[src/rtl/instruction_encoder.sv]
// Packs opcode/register/flag/immediate fields into 16-bit instruction words and
// buffers them in a first-word-fall-through FIFO; counts words handed downstream.
module instruction_encoder #(
    parameter int DEPTH = 4,
    parameter int AW    = 2,
    parameter int CNT_W = 16
) (
    input  logic             clock,
    input  logic             reset_n,
    input  logic             in_valid,
    output logic             in_ready,
    input  logic [3:0]       opcode,
    input  logic [2:0]       rDadrs,
    input  logic             flag,
    input  logic             imm_sel,
    input  logic [7:0]       imm,
    input  logic [2:0]       rAadrs,
    input  logic [2:0]       rBadrs,
    output logic             out_valid,
    input  logic             out_ready,
    output logic [15:0]      out_instruct,
    output logic [AW:0]      level,
    output logic [CNT_W-1:0] issued
);

    localparam logic [AW:0] FULL_LEVEL = (AW+1)'(DEPTH);

    logic [15:0]      r_mem [DEPTH];
    logic [AW-1:0]    r_wr_ptr;
    logic [AW-1:0]    r_rd_ptr;
    logic [AW:0]      r_level;
    logic [CNT_W-1:0] r_issued;

    logic [15:0]      w_word;
    logic [7:0]       w_low_byte;
    logic             w_push;
    logic             w_pop;

    // Only the selected form's fields reach the word, so X on the unused
    // fields never lands in storage.
    always_comb begin
        w_low_byte = 8'h00;
        if (imm_sel) begin
            w_low_byte = imm;
        end else begin
            w_low_byte = {rAadrs, rBadrs, 2'b00};
        end
        w_word = {opcode, rDadrs, flag, w_low_byte};
    end

    assign in_ready  = (r_level != FULL_LEVEL);
    assign out_valid = (r_level != '0);
    assign w_push    = in_valid && in_ready;
    assign w_pop     = out_valid && out_ready;

    assign out_instruct = out_valid ? r_mem[r_rd_ptr] : 16'h0000;
    assign level        = r_level;
    assign issued       = r_issued;

    // Storage is deliberately left out of reset; the pointers define what is live.
    always_ff @(posedge clock) begin
        if (w_push && reset_n) begin
            r_mem[r_wr_ptr] <= w_word;
        end
    end

    always_ff @(posedge clock) begin
        if (!reset_n) begin
            r_wr_ptr <= '0;
            r_rd_ptr <= '0;
            r_level  <= '0;
            r_issued <= '0;
        end else begin
            if (w_push) begin
                r_wr_ptr <= r_wr_ptr + 1'b1;
            end
            if (w_pop) begin
                r_rd_ptr <= r_rd_ptr + 1'b1;
                r_issued <= r_issued + 1'b1;
            end
            case ({w_push, w_pop})
                2'b10:   r_level <= r_level + 1'b1;
                2'b01:   r_level <= r_level - 1'b1;
                default: r_level <= r_level;
            endcase
        end
    end

endmodule

[config.mk]
export PLATFORM = sky130hd
export DESIGN_NAME = instruction_encoder
export DESIGN_NICKNAME = d
export VERILOG_FILES = /design/src/rtl/instruction_encoder.sv
export SDC_FILE = /design/constraint.sdc
export NUM_CORES = 1
export LEC_CHECK = 0
export ABC_CLOCK_PERIOD_IN_PS = 3200
export CAP_MARGIN = 5
export CORE_MARGIN = 5
export CORE_UTILIZATION = 40
export CTS_BUF_LIST = sky130_fd_sc_hd__clkbuf_8
export DETAILED_ROUTE_END_ITERATION = 6
export PLACE_DENSITY_LB_ADDON = 0.25
export SYNTH_ARGS = -nofsm -noshare
export SYNTH_HDL_FRONTEND = slang
export SYNTH_SLANG_ARGS = --single-unit
[constraint.sdc]
create_clock -name clock -period 3.2 [get_ports clock]
set_input_delay 0.64 -clock clock [delete_from_list [all_inputs] [get_ports clock]]
set_output_delay 0.64 -clock clock [all_outputs]
set_load 0.05 [all_outputs]
==> results_dict.tcl <==
set metrics [dict create \
    status "finished, final reports clean" \
    power_mw 3.66 \
    clkLatencyLatePin_ns 0.36 \
    port_buffers 63 \
    drv_cap 0 \
    netlist_instances 247 \
    post-cts-setup-buffers 0 \
    p_leak_nw 1.62 \
    critPathKind "reg -> out" \
    ys_seq_area_frac 0.652 \
    regToRegStartpoint "level[2]" \
    area_growth_pct 24.9 \
    overflow 0 \
    grt_pass1_wl_mm 11.4 \
    tightest_slew_ns 0.723 \
    synthTopCellsByArea "edfxtp_1 52%, dfxtp_1 13%, mux4_2 9.7%" \
    clk_pin_slew_ns 0.08 \
    syn_area_per_cell_um2 15.0 \
    worstHoldPathCells 2 \
    nNetsFinal 353 \
    num_io_pins 64 \
    syn_nets 281 \
    totalWireLength_mm 7.06 \
    post-route-min-period_ns 2.55 \
    ant_nets 0 \
    die_w_um 106 \
    yosys_most_used_dff "edfxtp_1" \
    skew_ns 0.0134 \
    firstDrtPassIters 4 \
    numClockSinks 89 \
    hp-start "issued[15]" \
    async_flop_share 0 \
    grt_pass1_vias 2230 \
    grtUsageTotal 0.132 \
    core_um2 9150 \
    row_count 35 \
    final_max_slew_viol_count 0 \
    synth_edf_count 64 \
    holdCritPathClass "reg -> reg" \
    num_vias 2162 \
    fp.dieArea_um2 11300 \
    reg2reg_to "level[2]" \
    dp_cells 419 \
    hold_end "issued[15]" \
    routedWlPerCell_um 16.2 \
    htree_levels 3 \
    r2r_setup_slack_ns 0.72 \
    cts_buffers 9 \
    holdBufCountCts 0 \
    synth_top_area_frac 0.517 \
    gp_congestion 0.716 \
    peakVddDrop_mv 0.557 \
    cts_tree "built" \
    fmax_mhz 393 \
    antenna_found_initial 0 \
    drc_errors 0 \
    routed_via_density 4.97 \
    end_kind "output port" \
    ys_types 36 \
    slew_headroom 0.517 \
    syn_area_um2 3710 \
    drtIter0Drc 107 \
    initial_core_util 0.406 \
    cts_buffer_depth 2 \
    final-hold-violation-count 0 \
    diodes 0 \
    ys_ff_latch 89 \
    tns_ns 0 \
    synth_largest_area_cell "edfxtp_1" \
    finalSetupViolCount 0 \
    yosysWarningCount 0 \
    power_density_nw_per_um2 789 \
    hpwl_mm 4.67 \
    drive_above_1_share 0.207 \
    root_buffer "clkbuf_8" \
    cp_max_fo 7 \
    fin_crit_sh 0.795 \
    fp.dieH_um 106 \
    startpoint_type "flip-flop" \
    cp.required_ns 2.56 \
    grt_max_degree 23 \
    rsz0062_at_grt "false" \
    arrival_ns 1.91 \
    post_cts_resized 0 \
    layoutNonFillerInstCount 435 \
    worstRegToRegCells 9 \
]
==> critical path, stage by stage (launching register included) <==
cell and delay [ns]:
dfxtp_1 0.46, or3b_1 0.39, clkdlybuf4s50_1 0.71
==> cells in the final DEF, fill, tap and decap left out, drive strengths merged, types with 6 or more instances in the layout <==
cell	n
inv	9
xor2	6
a21oi	7
and2b	9
mux2	6
nor2b	7
clkdlybuf4s50	47
nand2	10
nor2	18
dfxtp	25
ha	6
nand3	7
xnor2	9
buf	24
clkbuf	9
mux4	16
edfxtp	64
==> worst max path at each step <==
| stage | from | end | slack [ns] |
|---|---|---|---|
| floorplan | level[2] | level[2] | 0.23 |
| global placement | out_ready | level[2] | 0.45 |
| detailed placement | out_ready | level[2] | 0.40 |
| CTS | flip-flop | out_instruct[2] | 0.60 |
| global route | flip-flop | out_instruct[2] | 0.51 |
| finish | level[2] | in_ready | 0.65 |
==> stage by stage <==
step | setup slack, ns | area, um^2 | hold WS [ns] | utilization
after floorplan | 0.228 | 3710 | 0.474 | -
after global placement | 0.451 | 4450 | 0.462 | 0.486
after detailed placement | 0.400 | 4450 | 0.490 | 0.486
after CTS | 0.602 | 4640 | 0.502 | 0.507
after global routing | 0.507 | 4640 | 0.540 | 0.507
final | 0.654 | 4640 | 0.503 | 0.507
==> synthesized netlist by cell type, types with 7 or more instances <==
| master | instances |
|---|---|
| inv_1 | 8 |
| dfxtp_1 | 25 |
| nor2b_1 | 7 |
| edfxtp_1 | 64 |
| and2b_1 | 9 |
| xnor2_1 | 9 |
| mux4_2 | 16 |
| nand2_1 | 9 |
| nor2_1 | 18 |
| nand3_1 | 7 |
==> flip-flops by register name, indices dropped and copies added, names as in the netlist, named ones only <==
register / cells
level: 3
issued: 16
r_mem: 64
r_rd_ptr: 2
r_wr_ptr: 2
==> logic make-up after synthesis <==
group,share of synthesized area
mux,0.121
simple gates,0.118
xor+xnor,0.0354
buf+inv,0.0263
compound gates,0.0222
fa+ha+maj,0.0256
flops,0.652
==> per-layer routing <==
layer,share of wire,GRT usage,wire (um)
met1,0.43,0.168,3040
met2,0.51,0.214,3610
met3,0.049,0.0395,348
met4,0.0089,0.0472,63
met5,0,0,0
==> final cells by class <==
| cell class | instances | area (um^2) |
|---|---|---|
| fill | 786 | 4510 |
| sequential | 89 | 2420 |
| multi-input combinational | 139 | 1200 |
| timing repair buffer | 71 | 651 |
| tap | 111 | 139 |
| clock buffer | 9 | 124 |
| clock inverter | 7 | 70.1 |
| inverter | 9 | 35.0 |
==> power breakdown <==
| part | internal [mW] | switching [mW] | total [mW] |
|---|---|---|---|
| Clock | 0.360 | 0.391 | 0.751 |
| Combinational | 0.558 | 0.955 | 1.51 |
| Sequential | 1.33 | 0.0688 | 1.40 |
No activity file was read; power rests on OpenSTA's default activity.
